===== config.mk =====
export PLATFORM = sky130hd
export DESIGN_NAME = image_stream_reader_flat
export DESIGN_NICKNAME = d
export VERILOG_FILES = /design/src/rtl/img_pkg.sv /design/src/rtl/image_stream_reader_if.sv /design/src/rtl/stream_skid_fifo.sv /design/src/rtl/image_stream_reader.sv /design/src/flat_wrapper.sv
export SDC_FILE = /design/constraint.sdc
export NUM_CORES = 1
export LEC_CHECK = 0
export CORE_ASPECT_RATIO = 0.75
export CORE_MARGIN = 1
export CORE_UTILIZATION = 45
export CTS_BUF_LIST = sky130_fd_sc_hd__clkbuf_16
export DETAILED_ROUTE_END_ITERATION = 10
export DONT_BUFFER_PORTS = 1
export PLACE_DENSITY = 0.67
export SETUP_SLACK_MARGIN = 0.4
export SKIP_LAST_GASP = 1
export SYNTH_ARGS = -nofsm -noshare
export SYNTH_HDL_FRONTEND = slang
export SYNTH_HIERARCHICAL = 1
export SYNTH_SLANG_ARGS = --single-unit
export TNS_END_PERCENT = 5

===== constraint.sdc =====
create_clock -name clk -period 5.2 [get_ports clk]
set_input_delay 1.04 -clock clk [delete_from_list [all_inputs] [get_ports clk]]
set_output_delay 1.04 -clock clk [all_outputs]
set_load 0.05 [all_outputs]

===== src/rtl/img_pkg.sv =====
// ---------------------------------------------------------------------------
// img_pkg
// Shared definitions for the raster pixel source and its stream FIFO:
//   state_e    reader FSM encoding (IDLE, READ, DRAIN, DONE)
//   pix_tag_t  sideband carried alongside each pixel {col, sof, eol, eof}
//   DEPTH      stream FIFO depth; CNT_W is the width of its occupancy count
// ---------------------------------------------------------------------------
package img_pkg;

  localparam int DEPTH     = 2;
  localparam int CNT_W     = $clog2(DEPTH + 1);
  // Column field is sized for the widest supported line (65536 pixels);
  // each stage narrows it to its own column width.
  localparam int TAG_COL_W = 16;

  typedef enum logic [1:0] {
    ST_IDLE  = 2'd0,
    ST_READ  = 2'd1,
    ST_DRAIN = 2'd2,
    ST_DONE  = 2'd3
  } state_e;

  typedef struct packed {
    logic [TAG_COL_W-1:0] col;
    logic                 sof;
    logic                 eol;
    logic                 eof;
  } pix_tag_t;

endpackage


===== src/rtl/image_stream_reader_if.sv =====
// ---------------------------------------------------------------------------
// image_stream_reader_if
// Bundles the reader's control, frame-buffer read and pixel stream signals.
//   master : reader side (drives busy/done, RAM read strobe/address, stream)
//   slave  : environment side (drives start, RAM data, pix_ready)
// ---------------------------------------------------------------------------
interface image_stream_reader_if #(
  parameter int DATA_WIDTH = 8,
  parameter int ADDR_WIDTH = 19,
  parameter int COL_W      = 10
);

  logic                  start;
  logic                  busy;
  logic                  done;
  logic                  mem_rd_en;
  logic [ADDR_WIDTH-1:0] mem_rd_addr;
  logic [DATA_WIDTH-1:0] mem_rd_data;
  logic                  pix_valid;
  logic                  pix_ready;
  logic [DATA_WIDTH-1:0] pixel_out;
  logic [COL_W-1:0]      col_addr;
  logic                  sof;
  logic                  eol;
  logic                  eof;

  modport master (
    input  start, mem_rd_data, pix_ready,
    output busy, done, mem_rd_en, mem_rd_addr,
           pix_valid, pixel_out, col_addr, sof, eol, eof
  );

  modport slave (
    output start, mem_rd_data, pix_ready,
    input  busy, done, mem_rd_en, mem_rd_addr,
           pix_valid, pixel_out, col_addr, sof, eol, eof
  );

endinterface


===== src/rtl/stream_skid_fifo.sv =====
// ---------------------------------------------------------------------------
// stream_skid_fifo
// DEPTH-entry FIFO holding a data word plus a pix_tag_t per entry.
//   clk, rst        clock; asynchronous active-low reset (empties the FIFO)
//   push_i          write push_data_i/push_tag_i (dropped if full without pop)
//   pop_i           retire the head entry (ignored when empty)
//   head_data_o     data at the head (meaningful only when count_o != 0)
//   head_tag_o      tag at the head
//   count_o         current occupancy
// Push and pop in the same cycle leave the count unchanged, including from full.
// ---------------------------------------------------------------------------
module stream_skid_fifo
  import img_pkg::*;
#(
  parameter int DATA_WIDTH = 8
) (
  input  logic                  clk,
  input  logic                  rst,
  input  logic                  push_i,
  input  logic [DATA_WIDTH-1:0] push_data_i,
  input  pix_tag_t              push_tag_i,
  input  logic                  pop_i,
  output logic [DATA_WIDTH-1:0] head_data_o,
  output pix_tag_t              head_tag_o,
  output logic [CNT_W-1:0]      count_o
);

  localparam int PTR_W = (DEPTH > 1) ? $clog2(DEPTH) : 1;

  logic [DATA_WIDTH-1:0] data_q [DEPTH];
  pix_tag_t              tag_q  [DEPTH];
  logic [PTR_W-1:0]      wr_ptr_q;
  logic [PTR_W-1:0]      rd_ptr_q;
  logic [CNT_W-1:0]      count_q;
  logic                  do_push;
  logic                  do_pop;

  assign do_pop  = pop_i && (count_q != '0);
  assign do_push = push_i && ((count_q != CNT_W'(DEPTH)) || do_pop);

  // Storage carries no reset: an empty FIFO never exposes its contents.
  always_ff @(posedge clk) begin
    if (do_push) begin
      data_q[wr_ptr_q] <= push_data_i;
      tag_q[wr_ptr_q]  <= push_tag_i;
    end
  end

  always_ff @(posedge clk or negedge rst) begin
    if (!rst) begin
      wr_ptr_q <= '0;
      rd_ptr_q <= '0;
      count_q  <= '0;
    end else begin
      if (do_push) wr_ptr_q <= wr_ptr_q + 1'b1;
      if (do_pop)  rd_ptr_q <= rd_ptr_q + 1'b1;
      count_q <= count_q + CNT_W'(do_push) - CNT_W'(do_pop);
    end
  end

  assign head_data_o = data_q[rd_ptr_q];
  assign head_tag_o  = tag_q[rd_ptr_q];
  assign count_o     = count_q;

endmodule


===== src/rtl/image_stream_reader.sv =====
// ---------------------------------------------------------------------------
// image_stream_reader
// Streams one raster frame from a synchronous frame-buffer RAM on start.
//   clk, rst   clock; asynchronous active-low reset (aborts any frame)
//   bus        image_stream_reader_if.master:
//                start/busy/done              frame control
//                mem_rd_en/mem_rd_addr/_data  RAM read port (1-cycle latency)
//                pix_valid/pix_ready          stream handshake
//                pixel_out/col_addr/sof/eol/eof  beat payload
// Reads are issued only while the FIFO plus the in-flight read leave room,
// so backpressure never drops or duplicates a pixel.
// ---------------------------------------------------------------------------
module image_stream_reader
  import img_pkg::*;
#(
  parameter int DATA_WIDTH = 8,
  parameter int IMG_WIDTH  = 640,
  parameter int IMG_HEIGHT = 480,
  parameter int BASE_ADDR  = 0,
  parameter int ADDR_WIDTH = $clog2(BASE_ADDR + IMG_WIDTH * IMG_HEIGHT)
) (
  input  logic clk,
  input  logic rst,
  image_stream_reader_if.master bus
);

  localparam int COL_W = $clog2(IMG_WIDTH);
  localparam int ROW_W = $clog2(IMG_HEIGHT);

  localparam logic [1:0] S_IDLE  = ST_IDLE;
  localparam logic [1:0] S_READ  = ST_READ;
  localparam logic [1:0] S_DRAIN = ST_DRAIN;
  localparam logic [1:0] S_DONE  = ST_DONE;

  localparam logic [COL_W-1:0]      COL_LAST  = COL_W'(IMG_WIDTH - 1);
  localparam logic [ROW_W-1:0]      ROW_LAST  = ROW_W'(IMG_HEIGHT - 1);
  localparam logic [ADDR_WIDTH-1:0] ADDR_BASE = ADDR_WIDTH'(BASE_ADDR);

  logic [1:0]            state_q, state_d;
  logic [COL_W-1:0]      col_q, col_d;
  logic [ROW_W-1:0]      row_q, row_d;
  logic [ADDR_WIDTH-1:0] addr_q, addr_d;
  logic                  inflight_q;
  pix_tag_t              inflight_tag_q;
  logic                  busy_q, done_q;

  logic [CNT_W-1:0]      fifo_count;
  logic [DATA_WIDTH-1:0] head_data;
  pix_tag_t              head_tag;
  logic [CNT_W:0]        occupancy;
  pix_tag_t              issue_tag;
  logic                  pix_valid;
  logic                  pop;
  logic                  rd_en;
  logic                  last_issue;

  assign pix_valid = (fifo_count != '0);
  assign pop       = pix_valid && bus.pix_ready;

  // Slots claimed after this cycle: stored + in flight - retiring now.
  // pop implies fifo_count >= 1, so this never underflows.
  assign occupancy = (CNT_W+1)'(fifo_count) + (CNT_W+1)'(inflight_q) - (CNT_W+1)'(pop);
  assign rd_en     = (state_q == S_READ) && (occupancy < (CNT_W+1)'(DEPTH));

  assign last_issue = (col_q == COL_LAST) && (row_q == ROW_LAST);

  always_comb begin
    issue_tag     = '0;
    issue_tag.col = TAG_COL_W'(col_q);
    issue_tag.sof = (col_q == '0) && (row_q == '0);
    issue_tag.eol = (col_q == COL_LAST);
    issue_tag.eof = last_issue;
  end

  always_comb begin
    state_d = state_q;
    col_d   = col_q;
    row_d   = row_q;
    addr_d  = addr_q;
    case (state_q)
      S_IDLE: begin
        if (bus.start) begin
          state_d = S_READ;
          col_d   = '0;
          row_d   = '0;
          addr_d  = ADDR_BASE;
        end
      end
      S_READ: begin
        if (rd_en) begin
          addr_d = addr_q + 1'b1;
          if (col_q == COL_LAST) begin
            col_d = '0;
            // Row stays put after the final pixel so it never wraps.
            if (!last_issue) row_d = row_q + 1'b1;
          end else begin
            col_d = col_q + 1'b1;
          end
          if (last_issue) state_d = S_DRAIN;
        end
      end
      S_DRAIN: begin
        if (pop && head_tag.eof) state_d = S_DONE;
      end
      default: state_d = S_IDLE;
    endcase
  end

  always_ff @(posedge clk or negedge rst) begin
    if (!rst) begin
      state_q        <= S_IDLE;
      col_q          <= '0;
      row_q          <= '0;
      addr_q         <= '0;
      inflight_q     <= 1'b0;
      inflight_tag_q <= '0;
      busy_q         <= 1'b0;
      done_q         <= 1'b0;
    end else begin
      state_q        <= state_d;
      col_q          <= col_d;
      row_q          <= row_d;
      addr_q         <= addr_d;
      inflight_q     <= rd_en;
      inflight_tag_q <= issue_tag;
      busy_q         <= (state_d == S_READ) || (state_d == S_DRAIN);
      done_q         <= (state_d == S_DONE);
    end
  end

  // RAM data lands one cycle after the strobe; pair it with the tag captured then.
  stream_skid_fifo #(
    .DATA_WIDTH (DATA_WIDTH)
  ) u_fifo (
    .clk         (clk),
    .rst         (rst),
    .push_i      (inflight_q),
    .push_data_i (bus.mem_rd_data),
    .push_tag_i  (inflight_tag_q),
    .pop_i       (pop),
    .head_data_o (head_data),
    .head_tag_o  (head_tag),
    .count_o     (fifo_count)
  );

  assign bus.busy        = busy_q;
  assign bus.done        = done_q;
  assign bus.mem_rd_en   = rd_en;
  assign bus.mem_rd_addr = addr_q;
  assign bus.pix_valid   = pix_valid;
  // Payload is forced to zero while the stream is idle.
  assign bus.pixel_out   = pix_valid ? head_data : '0;
  assign bus.col_addr    = pix_valid ? COL_W'(head_tag.col) : '0;
  assign bus.sof         = pix_valid && head_tag.sof;
  assign bus.eol         = pix_valid && head_tag.eol;
  assign bus.eof         = pix_valid && head_tag.eof;

endmodule

===== src/flat_wrapper.sv =====
// flat-port wrapper written by rule: the top's interface ports become plain ports
module image_stream_reader_flat import img_pkg::*;
#(
  parameter int DATA_WIDTH = 8,
  parameter int IMG_WIDTH  = 640,
  parameter int IMG_HEIGHT = 480,
  parameter int BASE_ADDR  = 0,
  parameter int ADDR_WIDTH = $clog2(BASE_ADDR + IMG_WIDTH * IMG_HEIGHT)
)
  (clk, rst, bus_start, bus_mem_rd_data, bus_pix_ready, bus_busy, bus_done, bus_mem_rd_en, bus_mem_rd_addr, bus_pix_valid, bus_pixel_out, bus_col_addr, bus_sof, bus_eol, bus_eof);
  image_stream_reader_if #(.DATA_WIDTH(DATA_WIDTH), .ADDR_WIDTH(ADDR_WIDTH)) bus_i ();
  input  logic clk;
  input  logic rst;
  input wire logic [$bits(bus_i.start)-1:0] bus_start;
  input wire logic [$bits(bus_i.mem_rd_data)-1:0] bus_mem_rd_data;
  input wire logic [$bits(bus_i.pix_ready)-1:0] bus_pix_ready;
  output wire logic [$bits(bus_i.busy)-1:0] bus_busy;
  output wire logic [$bits(bus_i.done)-1:0] bus_done;
  output wire logic [$bits(bus_i.mem_rd_en)-1:0] bus_mem_rd_en;
  output wire logic [$bits(bus_i.mem_rd_addr)-1:0] bus_mem_rd_addr;
  output wire logic [$bits(bus_i.pix_valid)-1:0] bus_pix_valid;
  output wire logic [$bits(bus_i.pixel_out)-1:0] bus_pixel_out;
  output wire logic [$bits(bus_i.col_addr)-1:0] bus_col_addr;
  output wire logic [$bits(bus_i.sof)-1:0] bus_sof;
  output wire logic [$bits(bus_i.eol)-1:0] bus_eol;
  output wire logic [$bits(bus_i.eof)-1:0] bus_eof;
  assign bus_i.start = bus_start;
  assign bus_i.mem_rd_data = bus_mem_rd_data;
  assign bus_i.pix_ready = bus_pix_ready;
  assign bus_busy = bus_i.busy;
  assign bus_done = bus_i.done;
  assign bus_mem_rd_en = bus_i.mem_rd_en;
  assign bus_mem_rd_addr = bus_i.mem_rd_addr;
  assign bus_pix_valid = bus_i.pix_valid;
  assign bus_pixel_out = bus_i.pixel_out;
  assign bus_col_addr = bus_i.col_addr;
  assign bus_sof = bus_i.sof;
  assign bus_eol = bus_i.eol;
  assign bus_eof = bus_i.eof;
  image_stream_reader #(.DATA_WIDTH(DATA_WIDTH), .IMG_WIDTH(IMG_WIDTH), .IMG_HEIGHT(IMG_HEIGHT), .BASE_ADDR(BASE_ADDR), .ADDR_WIDTH(ADDR_WIDTH)) u_core (.clk(clk), .rst(rst), .bus(bus_i));
endmodule

Word level (Yosys, flattened, before mapping)
Memories as Yosys holds them, arrays and structs flattened.
Cells that the tools add are included.
W data, S select, Z words.
- register bits after elaboration: 60
- latch bits: 0
- bits in writable memories: 42
- ROM bits: 0
- input bits: 12
- output and inout port bits: 44
- logic and storage cells: 78
- memories: 2
- memories (name ; words ; bits a word ; rd ports ; clocked after memory_dff ; write ports ; line ; text):
    u_core.u_fifo.tag_q ; 2 ; 13 ; 1 ; 0 ; 1 ; stream_skid_fifo.sv:31 ; pix_tag_t tag_q [DEPTH];
    u_core.u_fifo.data_q ; 2 ; 8 ; 1 ; 0 ; 1 ; stream_skid_fifo.sv:30 ; logic [DATA_WIDTH-1:0] data_q [DEPTH];
- $add $sub $neg: 9
- $mul: 0
- div/mod/pow operators: 0
- magnitude comparators: 1
- equality and inequality tests: 12
- shift-type cells: 0
- muxes and demuxes: 21
- bitwise logic cells: 0
- reductions and logical operators: 19
- operators with widths (operator ; count):
    $mux W10 ; 4
    $mux W19 ; 2
    $pmux W19 S2 ; 1
    $mux W9 ; 4
    $pmux W10 S2 ; 1
    $add A19 B1 Y19 const B ; 1
    $pmux W9 S2 ; 1
    $add A10 B1 Y10 const B ; 1
    $eq A10 B10 Y1 const B ; 1
    $logic_and A1 B1 Y1 ; 10
    $logic_not A10 Y1 ; 1
    $add A9 B1 Y9 const B ; 1
    $eq A9 B9 Y1 const B ; 1
    $logic_not A9 Y1 ; 1
    $mux W2 ; 4
    $mux W8 ; 1
    $eq A2 B2 Y1 const B ; 3
    $ne A2 B2 Y1 const B ; 3
    $pmux W2 S3 ; 1
    $reduce_and A5 Y1 ; 1
    $eq A2 B1 Y1 const B ; 2
    $ne A2 B1 Y1 const B ; 2
    $reduce_bool A2 Y1 ; 2
    $add A2 B1 Y3 ; 1
    9 further kinds ; 12

Longest topological paths before layout
- depth in word-level cells: 9
- gate-level depth with buffers: 10
- depth with buffers taken out: 9

Cells and area by module
Netlist, hierarchy kept.
- modules (own cells, without submodules) (module ; times used ; cells each ; area an instance (µm²) ; sequential area each (µm²)):
    image_stream_reader ; 1 ; 323 ; 3105.5 ; 1401.3
    stream_skid_fifo ; 1 ; 103 ; 2273.4 ; 1721.7

Least setup slack after synthesis
No wires, ideal clock.
- kind: input -> output
- start point: input bus_pix_ready
- end point: output bus_mem_rd_en
- arrival: 2.645 ns
- data required time: 4.160 ns
- slack: 1.515 ns
- stages: 7
- path buffers: 0
- cell sequence: nand2_1 -> nor2_1 -> o21ai_0 -> fa_1 -> xnor2_1 -> nand2_1 -> inv_1
- word-level cells in the longest chain between the ends: 4
- RTL lines (what ; line ; text):
    from (decl) ; flat_wrapper.sv:16 ; input wire logic [$bits(bus_i.pix_ready)-1:0] bus_pix_ready;
    $logic_and A1 B1 Y1 ; image_stream_reader.sv:58 ; assign pop = pix_valid && bus.pix_ready;
    $sub A3 B1 Y3 ; image_stream_reader.sv:62 ; assign occupancy = (CNT_W+1)'(fifo_count) + (CNT_W+1)'(inflight_q) - (CNT_W+1)'(pop);
    $lt A3 B2 Y1 ; image_stream_reader.sv:63 ; assign rd_en = (state_q == S_READ) && (occupancy < (CNT_W+1)'(DEPTH));
    $logic_and A1 B1 Y1 ; image_stream_reader.sv:63 ;
    to (decl) ; flat_wrapper.sv:19 ; output wire logic [$bits(bus_i.mem_rd_en)-1:0] bus_mem_rd_en;
Every way passes these cells.

Worst setup path after layout
Ends and elaborated chain as after synthesis.

==> key figures <==
Power
  – Worst VDD drop: 0.000268 V
  – Sw Share: 44.9%
  – Comb pwr share: 37.1%
  – Clock power share: 20.4%
  – Overall Power: 0.00305 W
  – Leak: 2.03 nW
  – P per Cell Area: 582 nW/um^2
  – Int Pwr: 0.00168 W
  – Switching Power: 0.00137 W
  – Seq pwr share: 42.5%

Floorplan
  – Core Area: 10500 sq um
  – Initial Utilization: 47.1%
  – Row count: 32
  – Die height: 92.7 um
  – Ports: 56
  – Overall die area: 11400 sq um
  – Die X: 123 um

STA
  – Worst setup margin: 1340 ps
  – Final Hold Fails: 0
  – Skew final: 7.86 ps
  – Peak Freq: 259 MHz
  – TNS Setup: 0 ps
  – Worst Tran Pin Value: 1170 ps
  – Fin crit share: 74.1%
  – Final Slew Violations: 0
  – Final setup vio count: 0
  – RSZ-0062 raised after global routing: false
  – Post-layout minimum cycle time: 3860 ps
  – Slew HR: 21.8%

Outcome
  – Status: finished, final reports clean

Final layout
  – Commonest non-fill, non-tap cells in the layout: dfrtp_1, edfxtp_1, nand2_1
  – Area delta synth->final: 6.36%
  – Non-filler cells, final: 541
  – # nets final: 421
  – Final antenna diode count: 0
  – Most common cell after layout, fill and taps aside: dfrtp_1
  – Fraction of layout cells with a size suffix above 1: 12.8%

Global routing
  – First-pass GRT wire length: 14.9 mm
  – Gr ovfl total: 0
  – Vias in the first global route: 2909
  – Largest net degree at the start of global routing: 61
  – Initial antenna violation count: 0
  – Tot GR Track Use: 17.1%

Clock tree
  – Root Driver: clkbuf_16
  – Worst-Skew Late Latency: 340 ps
  – Clk slew on worst S/H paths: 70 ps
  – TritonCTS clock tree: built
  – H-tree levels: 3
  – Hold Buf Count CTS: 0
  – Post-CTS resize count: 0
  – Clk sink count: 102
  – CTS max path bufs: 2
  – Post-CTS Setup Repair Bufs: 0
  – CTS buffer count: 9

Critical path
  – CP endpoint kind: primary output
  – Crit Path Max Fanout: 6
  – Startpoint type of the worst setup path: primary input
  – Most used cell, CP: nand2_1
  – Critical Path RT: 4160 ps
  – Worst path max stage delay: 460 ps
  – Sequence of cells on the critical path: nand2_1 > nor2_1 > o21ai_0 > fa_1 > xnor2_1 > nand2_1 > inv_1
  – Arrival @ worst endpoint: 2820 ps
  – Crit-path slowest cell: inv_1
  – Worst setup path class: in2out

Routing
  – Vias: 3118
  – Post-route antenna net violation count: 0
  – # DRC: 0
  – Routed length on met2: 4.13 mm
  – Total Wirelength: 9.12 mm
  – DRT iter0 DRCs: 258
  – Avg WL per Cell: 16.9 um
  – DR top layer: met4
  – Vias per Instance: 5.76
  – Routed wl met3: 621 um
  – M1 WL: 4.29 mm
  – Drt first pass iters: 4

Run
  – Max_cap viols: 0

Place
  – RD Place Congestion: 0.849
  – Post-Place Cells: 525
  – Pre-CTS WS: 1340 ps
  – Port Buf Inserts: 0
  – Post-DP HPWL: 6.07 mm

Min path
  – HP Class: in2async

Logic synthesis
  – Syn nets: 428
  – Synth Area per Inst: 12.1 sq um
  – YS warnings: 6
  – Post-Syn Instances: 407
  – Cell area after synthesis: 4940 sq um
==> final timing paths <==
kind	from	to	slack, ps	cells past startpoint
max reg2reg	u_core/u_fifo/count_o[1]	u_core/row_q[1]	2100	9
min reg2reg	u_core/col_q[1]	u_core/inflight_tag_q[4]	430	0
min in group clk	u_core/col_q[1]	u_core/inflight_tag_q[4]	430	0
min	rst	u_core/bus.mem_rd_addr[9]	390	0
max in group asynchronous	rst	u_core/bus.busy	4690	0
max	bus_pix_ready	bus_mem_rd_en	1340	7
==> state kept, by name, summed over array words and instances, names as in the netlist <==
signal	flops
u_core/inflight_tag_q	13
u_core/u_fifo/count_o	2
u_core/u_fifo/wr_ptr_q	1
u_core/u_fifo/rd_ptr_q	1
u_core/bus.done	1
u_core/state_q	2
u_core/u_fifo/tag_q	26
u_core/col_q	10
u_core/u_fifo/data_q	16
u_core/row_q	9
u_core/inflight_q	1
u_core/bus.busy	1
u_core/bus.mem_rd_addr	19
==> power by group through the flow <==
stage / clock network, W / logic, W / registers, W
after global placement: 0 / 0.00112 / 0.00131
after global routing: 0.000667 / 0.00122 / 0.00133
after detailed placement: 0 / 0.00114 / 0.00132
final: 0.000623 / 0.00113 / 0.00130
after floorplan: 0 / 0.00110 / 0.00122
after CTS: 0.000633 / 0.00114 / 0.00130
==> per-layer routing <==
metal	track usage [%]	up-vias
met1	23.9	1533
met2	25.7	98
met5	0	-
met3	5.79	6
met4	4.07	0
li1	-	1481
==> metrics by stage <==
step           utilization (%)  hold slack [ps]  area [sq um]
2_1_floorplan                -              398          4940
3_3_place_gp              47.4              408          4980
3_5_place_dp              47.4              417          4980
4_1_cts                   50.0              377          5250
5_1_grt                   50.0              369          5250
6_report                  50.0              389          5250
==> final cells by class <==
type,count,area [sq um]
timing repair buffer,1,7.51
inverter,16,60.1
clock inverter,7,48.8
clock buffer,9,225
sequential,102,2760
fill,918,5240
multi-input combinational,270,1980
tap,136,170
==> worst max-delay path: cells and delay by family <==
family | cells | cell delay (ps)
AO/OA/AOI/OAI | 1 | 140
XOR/XNOR | 1 | 390
adder cells (fa/ha/maj) | 1 | 390
buffers and inverters | 1 | 460
AND/OR/NAND/NOR | 3 | 390
Power figures use the tool's default switching activity.
